`config.mk`:
```
export PLATFORM = sky130hd
export DESIGN_NAME = md_controller
export DESIGN_NICKNAME = d
export VERILOG_FILES = /design/src/rtl/md_controller.sv
export SDC_FILE = /design/constraint.sdc
export NUM_CORES = 1
export LEC_CHECK = 0
export CAP_MARGIN = 20
export CELL_PAD_IN_SITES_DETAIL_PLACEMENT = 0
export CELL_PAD_IN_SITES_GLOBAL_PLACEMENT = 1
export CORE_MARGIN = 2
export CORE_UTILIZATION = 46
export CTS_CLUSTER_DIAMETER = 100
export CTS_CLUSTER_SIZE = 24
export DETAILED_ROUTE_END_ITERATION = 8
export GPL_ROUTABILITY_DRIVEN = 0
export PLACE_DENSITY_LB_ADDON = 0.08
export REMOVE_ABC_BUFFERS = 1
export SLEW_MARGIN = 20
export SYNTH_ARGS = -nofsm -noshare
export SYNTH_HDL_FRONTEND = slang
export SYNTH_SLANG_ARGS = --single-unit
```
`constraint.sdc`:
```
create_clock -name clk -period 7.8 [get_ports clk]
set_input_delay 1.17 -clock clk [delete_from_list [all_inputs] [get_ports clk]]
set_output_delay 1.17 -clock clk [all_outputs]
set_load 0.05 [all_outputs]
```
`src/rtl/md_controller.sv`:
```
// HI/LO multiply/divide unit for the ID stage: decodes the eight HI/LO instructions,
// runs an iterative shift-add multiplier / restoring divider and owns HI and LO.
module md_controller #(
  parameter int DATA_W         = 32,
  parameter int BITS_PER_CYCLE = 1,
  parameter int DIV_EN         = 1
) (
  input  logic              clk,
  input  logic              rst_n,
  input  logic              ctrl_en,
  input  logic              inst_valid,
  input  logic [31:0]       inst,
  input  logic [DATA_W-1:0] data_rs,
  input  logic [DATA_W-1:0] data_rt,
  output logic              is_md,
  output logic              md_unrecognized,
  output logic              rs_used,
  output logic              rt_used,
  output logic              stall,
  output logic              wb_wen,
  output logic [DATA_W-1:0] wb_data,
  output logic              busy,
  output logic [DATA_W-1:0] hi,
  output logic [DATA_W-1:0] lo
);

  localparam int STEPS = DATA_W / BITS_PER_CYCLE;
  localparam int CNT_W = $clog2(STEPS) + 1;

  typedef enum logic [1:0] {IDLE, RUN, FIX} state_t;

  state_t              r_state, w_stateNext;
  logic [CNT_W-1:0]    r_cnt;
  logic [2*DATA_W-1:0] r_acc;
  logic [DATA_W-1:0]   r_opA, r_opB, r_hi, r_lo;
  logic                r_isDiv, r_negRes, r_negRem, r_divZero;

  logic [5:0] w_funct;
  logic w_opZero, w_isMfhi, w_isMthi, w_isMflo, w_isMtlo;
  logic w_isMult, w_isMultu, w_isDiv, w_isDivu, w_isStart, w_isDivOp, w_signed, w_fire;
  logic w_negA, w_negB;
  logic [DATA_W-1:0] w_magA, w_magB;
  logic w_unused;

  assign w_funct   = inst[5:0];
  assign w_opZero  = (inst[31:26] == 6'd0);
  assign w_isMfhi  = w_opZero && (w_funct == 6'h10);
  assign w_isMthi  = w_opZero && (w_funct == 6'h11);
  assign w_isMflo  = w_opZero && (w_funct == 6'h12);
  assign w_isMtlo  = w_opZero && (w_funct == 6'h13);
  assign w_isMult  = w_opZero && (w_funct == 6'h18);
  assign w_isMultu = w_opZero && (w_funct == 6'h19);
  assign w_isDiv   = w_opZero && (w_funct == 6'h1A) && (DIV_EN != 0);
  assign w_isDivu  = w_opZero && (w_funct == 6'h1B) && (DIV_EN != 0);
  assign w_unused  = &{1'b0, inst[25:6]};

  assign w_isStart = w_isMult | w_isMultu | w_isDiv | w_isDivu;
  assign w_isDivOp = w_isDiv | w_isDivu;
  assign w_signed  = w_isMult | w_isDiv;

  assign is_md           = w_isMfhi | w_isMthi | w_isMflo | w_isMtlo | w_isStart;
  assign md_unrecognized = w_opZero && (w_funct >= 6'h10) && (w_funct <= 6'h1B) && !is_md;
  assign rs_used         = w_isMthi | w_isMtlo | w_isStart;
  assign rt_used         = w_isStart;

  assign busy    = (r_state != IDLE);
  assign stall   = inst_valid & is_md & busy;
  assign w_fire  = inst_valid & ctrl_en & is_md & ~stall;
  assign wb_wen  = inst_valid & ~stall & (w_isMfhi | w_isMflo);
  assign wb_data = w_isMfhi ? r_hi : r_lo;
  assign hi      = r_hi;
  assign lo      = r_lo;

  // Signed operations iterate on magnitudes; the signs are reapplied in FIX.
  assign w_negA = w_signed & data_rs[DATA_W-1];
  assign w_negB = w_signed & data_rt[DATA_W-1];
  assign w_magA = w_negA ? -data_rs : data_rs;
  assign w_magB = w_negB ? -data_rt : data_rt;

  // r_acc is {partial product, multiplier} for MULT and {remainder, quotient} for DIV.
  logic [2*DATA_W-1:0] w_acc;
  logic [DATA_W:0]     w_sum, w_remSh, w_remSub;

  always_comb begin
    w_acc    = r_acc;
    w_sum    = '0;
    w_remSh  = '0;
    w_remSub = '0;
    for (int i = 0; i < BITS_PER_CYCLE; i++) begin
      if ((DIV_EN != 0) && r_isDiv) begin
        w_remSh = {w_acc[2*DATA_W-1:DATA_W], w_acc[DATA_W-1]};
        if (w_remSh >= {1'b0, r_opB}) begin
          w_remSub = w_remSh - {1'b0, r_opB};
          w_acc    = {w_remSub[DATA_W-1:0], w_acc[DATA_W-2:0], 1'b1};
        end else begin
          w_acc    = {w_remSh[DATA_W-1:0], w_acc[DATA_W-2:0], 1'b0};
        end
      end else begin
        w_sum = {1'b0, w_acc[2*DATA_W-1:DATA_W]} + (w_acc[0] ? {1'b0, r_opA} : '0);
        w_acc = {w_sum, w_acc[DATA_W-1:1]};
      end
    end
  end

  // A zero divisor leaves the dividend in the remainder, so only LO needs forcing.
  logic [2*DATA_W-1:0] w_prod;
  logic [DATA_W-1:0]   w_fixHi, w_fixLo;

  always_comb begin
    w_prod  = r_negRes ? -r_acc : r_acc;
    w_fixHi = w_prod[2*DATA_W-1:DATA_W];
    w_fixLo = w_prod[DATA_W-1:0];
    if (r_isDiv) begin
      w_fixHi = r_negRem ? -r_acc[2*DATA_W-1:DATA_W] : r_acc[2*DATA_W-1:DATA_W];
      w_fixLo = r_divZero ? '1 : (r_negRes ? -r_acc[DATA_W-1:0] : r_acc[DATA_W-1:0]);
    end
  end

  always_comb begin
    w_stateNext = r_state;
    case (r_state)
      IDLE:    if (w_fire && w_isStart) w_stateNext = RUN;
      RUN:     if (r_cnt == CNT_W'(STEPS - 1)) w_stateNext = FIX;
      FIX:     w_stateNext = IDLE;
      default: w_stateNext = IDLE;
    endcase
  end

  always_ff @(posedge clk or negedge rst_n) begin
    if (!rst_n) r_state <= IDLE;
    else        r_state <= w_stateNext;
  end

  always_ff @(posedge clk or negedge rst_n) begin
    if (!rst_n) begin
      r_cnt     <= '0;
      r_acc     <= '0;
      r_opA     <= '0;
      r_opB     <= '0;
      r_hi      <= '0;
      r_lo      <= '0;
      r_isDiv   <= 1'b0;
      r_negRes  <= 1'b0;
      r_negRem  <= 1'b0;
      r_divZero <= 1'b0;
    end else begin
      case (r_state)
        IDLE: begin
          if (w_fire && w_isStart) begin
            r_opA     <= w_magA;
            r_opB     <= w_magB;
            r_acc     <= w_isDivOp ? {{DATA_W{1'b0}}, w_magA} : {{DATA_W{1'b0}}, w_magB};
            r_isDiv   <= w_isDivOp;
            r_negRes  <= w_negA ^ w_negB;
            r_negRem  <= w_negA;
            r_divZero <= w_isDivOp && (data_rt == '0);
            r_cnt     <= '0;
          end else if (w_fire && w_isMthi) begin
            r_hi <= data_rs;
          end else if (w_fire && w_isMtlo) begin
            r_lo <= data_rs;
          end
        end
        RUN: begin
          r_acc <= w_acc;
          r_cnt <= r_cnt + 1'b1;
        end
        FIX: begin
          r_hi <= w_fixHi;
          r_lo <= w_fixLo;
        end
        default: ;
      endcase
    end
  end

endmodule

```
# Yosys cells after proc, flatten, opt, wreduce, memory -nomap -nowiden
# Cells that the tools add are included.
word_totals:
  regBits: 204
  input_bits: 100
  out_inout_bits: 103
  wordCells: 116
classes:
  add_sub_neg: 8
  n_lt_le_gt_ge: 3
  n_eq_ne: 17
  n_mux: 27
  bitwise_logic: 23
  n_reduce_logical: 27
ops:
  columns: ["op", "count"]
  rows:
  - ["32-bit 2-to-1 mux", 15]
  - ["64-bit 2-to-1 mux", 4]
  - ["32-bit negation", 4]
  - ["32-bit case mux with 2 select lines", 2]
  - ["64-bit case mux with 2 select lines", 1]
  - ["64-bit negation", 1]
  - ["6-bit by 5-bit equality test with 1-bit output (second input constant)", 9]
  - ["32-bit by 32-bit adder with 33-bit output", 1]
  - ["33-bit by 32-bit >= comparator with 1-bit output", 1]
  - ["32-bit logical NOT", 1]
  - ["32-bit subtractor", 1]
  - ["1-bit logical AND", 15]
  - ["2-bit inequality test (second input constant)", 6]
  - ["1-bit bitwise OR", 12]
  - ["6-bit case mux with 2 select lines", 1]
  - ["1-bit bitwise AND", 9]
  - ["6-bit by 1-bit adder with 6-bit output (second input constant)", 1]
  - ["6-bit by 5-bit >= comparator with 1-bit output (second input constant)", 1]
  - ["6-bit by 5-bit less-or-equal comparator with 1-bit output (second input constant)", 1]
  - ["6-bit logical NOT", 1]
  - ["6-bit 2-to-1 mux", 1]
  - ["2-bit AND reduction", 3]
  - ["2-bit nonzero test", 3]
  - ["2-bit 2-to-1 mux", 2]
  - ["other kinds (9)", 9]

# Depth between registers and ports, before layout
# Gate-level depths: netlist of the first run.
depth:
  word_depth: 15
  ltp_mapped: 14
  mapped_depth_nobuf: 13

# Worst setup path before layout of the first run
# Ideal clock, no wire load.
synth_timing:
  kind: "input-to-output"
  start: "input inst[31]"
  end: "output wb_wen"
  arrival_ps: 4167
  t_required_ps: 6630
  path_slack_ps: 2463
  path_stages: 4
  path_buffers: 0
  cell_sequence: "or4b_1 nor3_2 nand2_1 nor4_1"
synth_between:
  elab_chain_len: 11
  word_cells_on_any_way: 22
  classes_between: "13 x bitwise; 9 x reduce/logical"
synth_lines:
  columns: ["item", "line", "rtl"]
  rows:
  - ["from (decl)", "12", "input logic [31:0] inst,"]
  - ["6-bit logical NOT (*)", "46", "assign w_opZero = (inst[31:26] == 6'd0);"]
  - ["1-bit logical AND, on equally long branches", null, null]
  - ["1-bit bitwise OR, on equally long branches (3 in series)", "61, 57", null]
  - ["1-bit bitwise OR (*)", "61", "assign is_md = w_isMfhi | w_isMthi | w_isMflo | w_isMtlo | w_isStart;"]
  - ["via is_md", "15", "output logic is_md,"]
  - ["1-bit bitwise AND (*) (2 in series)", "67", "assign stall = inst_valid & is_md & busy;"]
  - ["1-bit NOT (*)", "69", "assign wb_wen = inst_valid & ~stall & (w_isMfhi | w_isMflo);"]
  - ["1-bit bitwise AND (*) (2 in series)", "69", null]
  - ["to (decl)", "20", "output logic wb_wen,"]
# The timed path passes the listed nets; every way through them passes the cells marked *.

# Worst setup path after layout of the first run
layout_timing:
  start: "input inst[31]"
  end: "output wb_data[6]"
layout_between:
  elab_chain_len: 3
layout_lines:
  columns: ["item", "line", "rtl"]
  rows:
  - ["6-bit logical NOT", "46", null]
  - ["1-bit logical AND", "47", "assign w_isMfhi = w_opZero && (w_funct == 6'h10);"]
  - ["32-bit 2-to-1 mux", "70", "assign wb_data = w_isMfhi ? r_hi : r_lo;"]
  - ["to (decl)", "21", "output logic [DATA_W-1:0] wb_data,"]
# No other way between the ends.

==> summary by stage, run 1 <==
Floorplan
The die covers 0.0376 mm^2. The die outline height is 194 um. For this configuration, the core starts out at a cell density of 46.7%.

From left edge to right edge, the die measures 194 um. The region available for standard cell placement spans 0.0356 mm^2. The number of placement rows is 69. During I/O placement, the number of pins put on the boundary was 203.

Yosys
The main combinational cell family by area after synthesis is compound AO/OA/AOI/OAI gates. The flip-flop cell with the highest count after synthesis is dfrtp_1. The post-synthesis share of cell area spent on xor and xnor gates is 8.71%. The count of mapped cells out of synthesis is 2095. The sequential element share of the synthesized area is 30.8%. Of all flip-flops after synthesis, the portion carrying an async set or reset was 100%. Ranked by total cell area, the synthesized netlist is headed by dfrtp_1 31%, o21ai_0 6.4%, nand2_1 5.4%. The synthesized design contains 204 register bits. After synthesis, the share of cell area in mux cells is 4.98%. The number of distinct library cell variants in the gate-level netlist after synthesis is 74. In this run, synthesis inferred 0 flip-flops with an integrated enable.

The Yosys step of the flow raised 0 warnings. The adder-cell share of the synthesized area is 5.44%. Of the total synthesized cell area, the portion taken by AND, OR, NAND and NOR gates is 20.3%.

The average instance in the mapped netlist occupies 7.92 um^2. The synthesized netlist occupies a cell area of 0.0166 mm^2. The largest total area in the synthesized netlist belongs to dfrtp_1. The area share of the largest cell type after synthesis is 30.8%. The post-synthesis compound-gate area fraction is 25.2%.

Timing
Summed over all failing endpoints, the final setup total negative slack is 0 ps. The worst path needs 5480 ps of the cycle, external delays included. The share of the clock period used by the worst path is 70.3%. The number of endpoints with negative hold slack in the final report is 0.

The worst clock skew on the final layout is 22.2 ps. Setup violations remaining at the end of the flow were counted as 0. The number of slew-limit violations in the final report is 0. Setup repair after global routing left no endpoint under its margin.

For this run, the top clock speed supported by timing is 0.182 GHz. The worst-case headroom to the max-slew limit is 29.8%. The slack of the critical path is 2320 ps.

The transition time of the tightest slew-check pin is 1050 ps.

Setup path
The kind of critical path is primary input to output pin. The endpoint identified for the worst register-to-register timing path is r_acc[62]. The register-to-register setup slack is 3740 ps. The family with the most delay on the worst path is buffers and inverters. The worst setup path is captured at an output pin. The termination of the worst setup path is wb_data[6]. The worst setup path is launched from a primary input. The number of cells on the worst reg-to-reg path is 11. The startpoint of the most critical register-to-register path is r_acc[45]. The slowest cell on the critical path is clkdlybuf4s50_1. The number of cells on the critical path is 7. The data arrival time of the worst path is 4310 ps.

STA puts the critical path data required time at 6630 ps. In this run the worst path has a maximum fanout of 25. The critical path startpoint is inst[31].

Walking the worst path, the cells encountered are clkdlybuf4s50_1, or4b_1, nor3_2, nand2_1, buf_4, mux2_2, clkdlybuf4s50_1. For this run, the slowest stage of the critical path takes 800 ps. The cell with the most instances on the worst path is clkdlybuf4s50_1. The critical path contains buffers and inverters numbering 3 combined.

Clocking
For the worst-skew pair, the clock arrives at the later sink with an insertion delay of 500 ps. TritonCTS built the clock tree. The H-tree depth reported by CTS is 1. In this run the post-CTS setup repair buffer count came out at 0. The root buffer cell is clkbuf_16. The hold buffer count at cts is 0. The number of sinks handled by clock tree synthesis is 204.

The maximum root-to-sink buffer count is 3. The clock transition at the registers of the reported paths is 90 ps. The number of instances resized during post-cts repair is 0. TritonCTS created 13 clock buffers.

GRT
The first global-routing pass estimated 90.8 mm of wire. The number of global-route vias before repair is 15355. The initial antenna violation count came to 0.

The maximum number of pins on one net before global-route repair is 80. The global-route total usage across every layer is 30.3%. The leftover overflow at the end of global routing is 0.

Routing
In this run the remaining antenna-violating nets after routing total 0. Summing over every cut layer, the via total after detailed routing is 16389. The via-per-instance ratio is 6.20. After detailed routing, the met2 layer carries 26.0 mm of wire.

The average detailed-routed wire length per instance is 22.2 um. In the routed design, unresolved DRC markers number 0. The detailed router finished its first iteration with 1630 violations.

For this block, the routed nets add up to 58.6 mm of wire. The detailed-routing wirelength on met1 is 27.4 mm. In this run the top signal layer used is met4.

The number of optimization iterations in the first detailed-route pass is 5. The routed design uses 3.91 mm of met3 wire.

Cells and area
The proportion of layout cells with a drive suffix above 1 is 4.95%. The repair_antennas step left the layout with diodes totalling 0. The top cell types in the final layout, fill and taps aside, are 239 x nand2_1, 212 x o21ai_0, 203 x dfrtp_1, 187 x nor2_1, 181 x clkdlybuf4s50_1. The area growth from synthesis to final layout is 15.0%.

The final-stage net count is 2350. The library cell used most frequently in the layout, excluding fill and tap cells, is nand2_1.

Power and ir drop
VDD sags by at most 363 uV. In this run the static leakage power is 8.06 nW. The power density of the placed cells is 176 mW/mm^2.

Placed design
Summed over all nets, the half-perimeter wirelength after detailed placement is 44.5 mm. At the placement stage, the worst setup path has a slack of 2300 ps. The number of port buffers is 182.

Min path
The path class of the tightest hold or removal check is flop to flop. The startpoint of the lowest-slack hold path is r_opA[12].

Job
The tool flagged a number of max-cap violations equal to 0.

Status
The run finished with clean final reports.
==> where the power goes <==
part	total (mW)	switching [mW]	internal, mW
Combinational	1.31	0.781	0.531
Sequential	1.34	0.208	1.13
Clock	0.714	0.399	0.315
Total	3.36	1.39	1.98
==> state kept, by name (all words and copies together) (netlist names) <==
| name | count |
|---|---|
| r_isDiv | 1 |
| r_divZero | 1 |
| hi | 32 |
| r_opA | 32 |
| r_negRem | 1 |
| lo | 32 |
| r_cnt | 6 |
| r_state | 2 |
| r_opB | 32 |
| r_negRes | 1 |
| r_acc | 64 |
==> stage by stage <==
stage	instance area (um^2)	utilization, %	hold slack [ps]	total power [mW]	std cells
6_report	19100	53.7	473	3.36	2643
5_1_grt	19100	53.7	502	3.57	2643
4_1_cts	19100	53.6	477	3.35	2642
3_5_place_dp	18700	52.5	454	2.63	2624
3_3_place_gp	18700	52.5	451	2.62	2624
2_1_floorplan	16100	-	438	2.18	1959
==> final cells by class <==
| type | instances | area [um^2] |
|---|---|---|
| fill | 3450 | 16500 |
| multi-input combinational | 1689 | 10800 |
| sequential | 204 | 5110 |
| timing repair buffer | 205 | 2010 |
| tap | 461 | 577 |
| clock buffer | 13 | 325 |
| inverter | 66 | 248 |
| clock inverter | 5 | 48.8 |
==> cell usage after synthesis, drive strengths merged, types with 4 or more instances <==
| library cell | number |
|---|---|
| o221ai | 7 |
| or4 | 19 |
| o211ai | 16 |
| a21o | 42 |
| mux2i | 41 |
| or3 | 19 |
| and2 | 44 |
| buf | 17 |
| mux2 | 37 |
| or2 | 5 |
| ha | 69 |
| a221o | 6 |
| a21boi | 6 |
| o41ai | 16 |
| clkbuf | 119 |
| nand3 | 27 |
| xor2 | 71 |
| o21ai | 212 |
| dfrtp | 204 |
| o21bai | 4 |
| nor2 | 188 |
| a41oi | 4 |
| a21oi | 153 |
| xnor2 | 94 |
| a31oi | 19 |
| nand4 | 20 |
| nor3 | 48 |
| o31ai | 23 |
| o21a | 14 |
| or4b | 4 |
| a221oi | 12 |
| nand2b | 21 |
| inv | 65 |
| a211oi | 43 |
| o31a | 5 |
| o22ai | 32 |
| nor4 | 21 |
| nor2b | 14 |
| a22oi | 28 |
| nand2 | 241 |
| and4 | 4 |
| and3 | 19 |
==> tightest hold or removal path: cells and delay by family, from the launching register on <==
family	cells	cell delay (ps)
flip-flops	1	350
AND/OR/NAND/NOR	2	100
==> kinds of logic after synthesis <==
kind of cell,Yosys count
compound gates,669
xor+xnor,165
mux,78
fa+ha+maj,71
simple gates,706
flops,204
buf+inv,202
==> worst min path at each step <==
stage | depth (start not counted) | end
CTS | 2 | r_opA[12]
finish | 2 | r_opA[12]
global route | 2 | r_opA[12]
global placement | 2 | r_opA[27]
detailed placement | 2 | r_opA[27]
floorplan | 2 | r_opA[14]
==> routing by layer <==
metal / global-route usage (%) / vias up
met1: 45.5 / 7971
met3: 3.01 / 73
met2: 47.0 / 613
met4: 7.15 / 0
li1: - / 7732
met5: 0 / -
Power figures use the tool's default switching activity.
==> run 2: changes to the inputs <==
--- a/config.mk
+++ b/config.mk
@@ -9,7 +9,7 @@
 export CELL_PAD_IN_SITES_DETAIL_PLACEMENT = 0
 export CELL_PAD_IN_SITES_GLOBAL_PLACEMENT = 1
 export CORE_MARGIN = 2
-export CORE_UTILIZATION = 46
+export CORE_UTILIZATION = 43
 export CTS_CLUSTER_DIAMETER = 100
 export CTS_CLUSTER_SIZE = 24
 export DETAILED_ROUTE_END_ITERATION = 8
==> constraint.sdc (replaced) <==
create_clock -name clk -period 5.1 [get_ports clk]
set_input_delay 0.765 -clock clk [delete_from_list [all_inputs] [get_ports clk]]
set_output_delay 0.765 -clock clk [all_outputs]
set_load 0.05 [all_outputs]
==> summary by stage, run 2 (synthesis results as in run 1) <==
Status
The run finished with clean final reports.

Cells and area
The number of flip-flops in the largest register is 64 (unchanged). The number of filler cells placed in the layout came to 3717 (+7.7%). The most frequent standard cell in the layout excluding fill and tap cells is nand2_1. The post-layout instance area was 0.0192 mm^2 (+0.49%). The final-stage net count is 2365 (+0.64%). More flip-flops sit in one register than any other, and that register is r_acc. The area used by sequential logic in the layout is 0.00511 mm^2 (unchanged). The total area of multi-input combinational cells is 0.0108 mm^2 (about the same). The proportion of layout cells with a drive suffix above 1 is 7.01% (+2.1 points). Leaving out fill and tap cells, the most frequent cells in the layout are 239 x nand2_1, 212 x o21ai_0, 203 x dfrtp_1, 187 x nor2_1, 153 x a21oi_1. The area growth from synthesis to final layout is 15.6%.

Clocking
The number of sinks handled by clock tree synthesis is 204 (unchanged). The clock transition at the registers of the reported paths is 90 ps (about the same). The hold buffer count at cts is 0 (unchanged). The cell sitting at the root of the clock tree is a clkbuf_16. The number of instances resized during post-cts repair is 0 (unchanged). The post-CTS setup buffer count is 0 (unchanged). The number of buffers added by the clock tree synthesis step is 13 (unchanged). The clock latency at the later pin of the worst-skew pair was 490 ps (about the same). The maximum root-to-sink buffer count was 3 (unchanged). The H-tree depth reported by CTS is 1 (unchanged). The clock tree from TritonCTS is yes.

GRT
The number of global-route vias before repair is 15738 (+2.5%). The initial antenna violation count is 1 (+1). The maximum number of pins on one net before global-route repair came to 95 (+19%). The global-route total usage across every layer is 29.3% (-1.0 points). The global-route wire length before repair came to 93.1 mm (+2.6%). The leftover overflow at the end of global routing is 0 (unchanged).

Timing
The final setup violation count is 0 (unchanged). The clock period minus final worst setup slack is 4080 ps. The worst clock skew on the final layout came to 15.6 ps (-6.62 ps). The number of endpoints with negative hold slack in the final report was 0 (unchanged). The setup TNS after final layout is 0 ps (unchanged). The worst hold slack is 312 ps (-162 ps).

The transition time of the tightest slew-check pin is 1080 ps (+26.5 ps). The number of slew-limit violations in the final report is 0 (unchanged). Timing would allow up to 0.245 GHz.

Dividing the final minimum period by the clock period gives 79.9%. The worst-case headroom to the max-slew limit is 28.1% (-1.8 points). Setup repair after global routing left no endpoint under its margin.

Power and ir drop
The static leakage was 8.18 nW (+1.5%). The internal cell power is 3.06 mW (+55%). The switching power total is 2.11 mW (+52%). The power density of the placed cells is 270 mW/mm^2 (+53%). The share of power burned in registers is 38.9% (-0.9 points). The maximum resistive drop on vdd is 159 uV (-56%). The part of the total power dissipated in the clock network was 21.3% (about the same). The proportion of power drawn by combinational gates was 39.9% (+0.9 points). The net switching share of the total power is 40.8% (-0.42 points).

Routing
The sum of routed wire length over all layers is 60.2 mm (+2.8%). The number of vias after detailed routing was 16293 (-0.59%). The number of optimization iterations in the first detailed-route pass is 6 (+1).

The number of antenna-violating nets in the routed design was 0 (unchanged). The total DRC errors in the routed layout is 0 (unchanged). The average detailed-routed wire length per instance is 22.2 um (+0.21%).

The via-per-instance ratio is 6.01 (-3.0%). The number of DRC violations after detailed-routing iteration 0 is 1565 (-4.0%).

Floorplan
The floorplan core area is 0.0378 mm^2 (+6.4%). The horizontal extent of the die is 200 um (+3.4%). The number of placement rows is 71 (+2.9%). The starting density of the core is 43.9% (-2.8 points). The die outline area is 0.0402 mm^2 (+6.8%). The die outline height was 200 um (+3.4%).

The number of I/O pins is 203 (unchanged).

Setup path
The kind of critical path is primary input to output pin. The startpoint identified for the worst register-to-register timing path is r_acc[0]. The data arrival time of the worst path is 3310 ps (-1000 ps). The worst setup path is launched from a primary input.

The highest net fanout along the worst path was 26 (+4.0%). STA classifies the critical path endpoint as an output pin. The number of cell instances on the worst register-to-register path was 12 (+1). The required time of the critical path came to 4340 ps (-2290 ps). The register-to-register setup slack is 1230 ps (-2510 ps). The worst register-to-register path ends at r_acc[60].

Placed design
The placement-stage cell area is 0.0188 mm^2 (+0.51%). The number of port buffers was 182 (unchanged). The final HPWL from detailed placement was 45.9 mm (+3.2%).

Min path
In this run the worst hold path is classified as primary input to asynchronous set/reset pin.

Job
The total of max-cap violations is 0 (unchanged).
-- run 2: worst max path at each step --
stage	slack, ps	from	cells past startpoint	end
finish	1020	inst[31]	7	wb_data[7]
global route	900	r_acc[0]	12	r_acc[60]
CTS	1030	inst[31]	7	wb_data[7]
detailed placement	750	inst[31]	8	lo[7]
global placement	770	inst[31]	8	lo[7]
floorplan	-90	inst[31]	7	r_cnt[5]
-- run 2: stage by stage --
stage | instances | setup slack (ps) | power (mW) | utilization (%)
CTS | 2708 | 1030 | 5.16 | 50.6
global route | 2709 | 901 | 5.50 | 50.7
finish | 2710 | 1020 | 5.18 | 50.7
floorplan | 1959 | -90.3 | 3.34 | -
global placement | 2689 | 774 | 4.04 | 49.6
detailed placement | 2689 | 752 | 4.05 | 49.6
-- run 2: power groups by stage --
stage / sequential [mW] / combinational, mW / clock (mW)
global route: 2.03 / 2.29 / 1.18
floorplan: 1.95 / 1.39 / 0
global placement: 2.03 / 2.01 / 0
finish: 2.01 / 2.06 / 1.10
CTS: 2.00 / 2.04 / 1.13
detailed placement: 2.03 / 2.02 / 0
-- run 2: final cells by class --
cell class	count	share of cell area [%]
repair buffers	220	10.7
well taps	511	3.33
clock buffers	16	1.86
clock inverters	3	0.117
flip-flops and latches	204	26.6
inverters	66	1.29
diodes	1	0.0130
multi-input cells	1689	56.1
-- run 2: layer usage --
layer	routed length, um	vias up	global-route usage (%)
met5	16	-	0
met4	1390	2	7.30
met3	3950	83	2.56
met2	26400	628	45.7
met1	28400	7809	43.7
li1	-	7771	-
-- run 2: critical path, stage by stage --
cell and delay [ps]:
clkdlybuf4s50_1 410, or4b_1 570, nor3_2 380, nand2_1 310, buf_4 340, mux2_2 320, buf_4 190
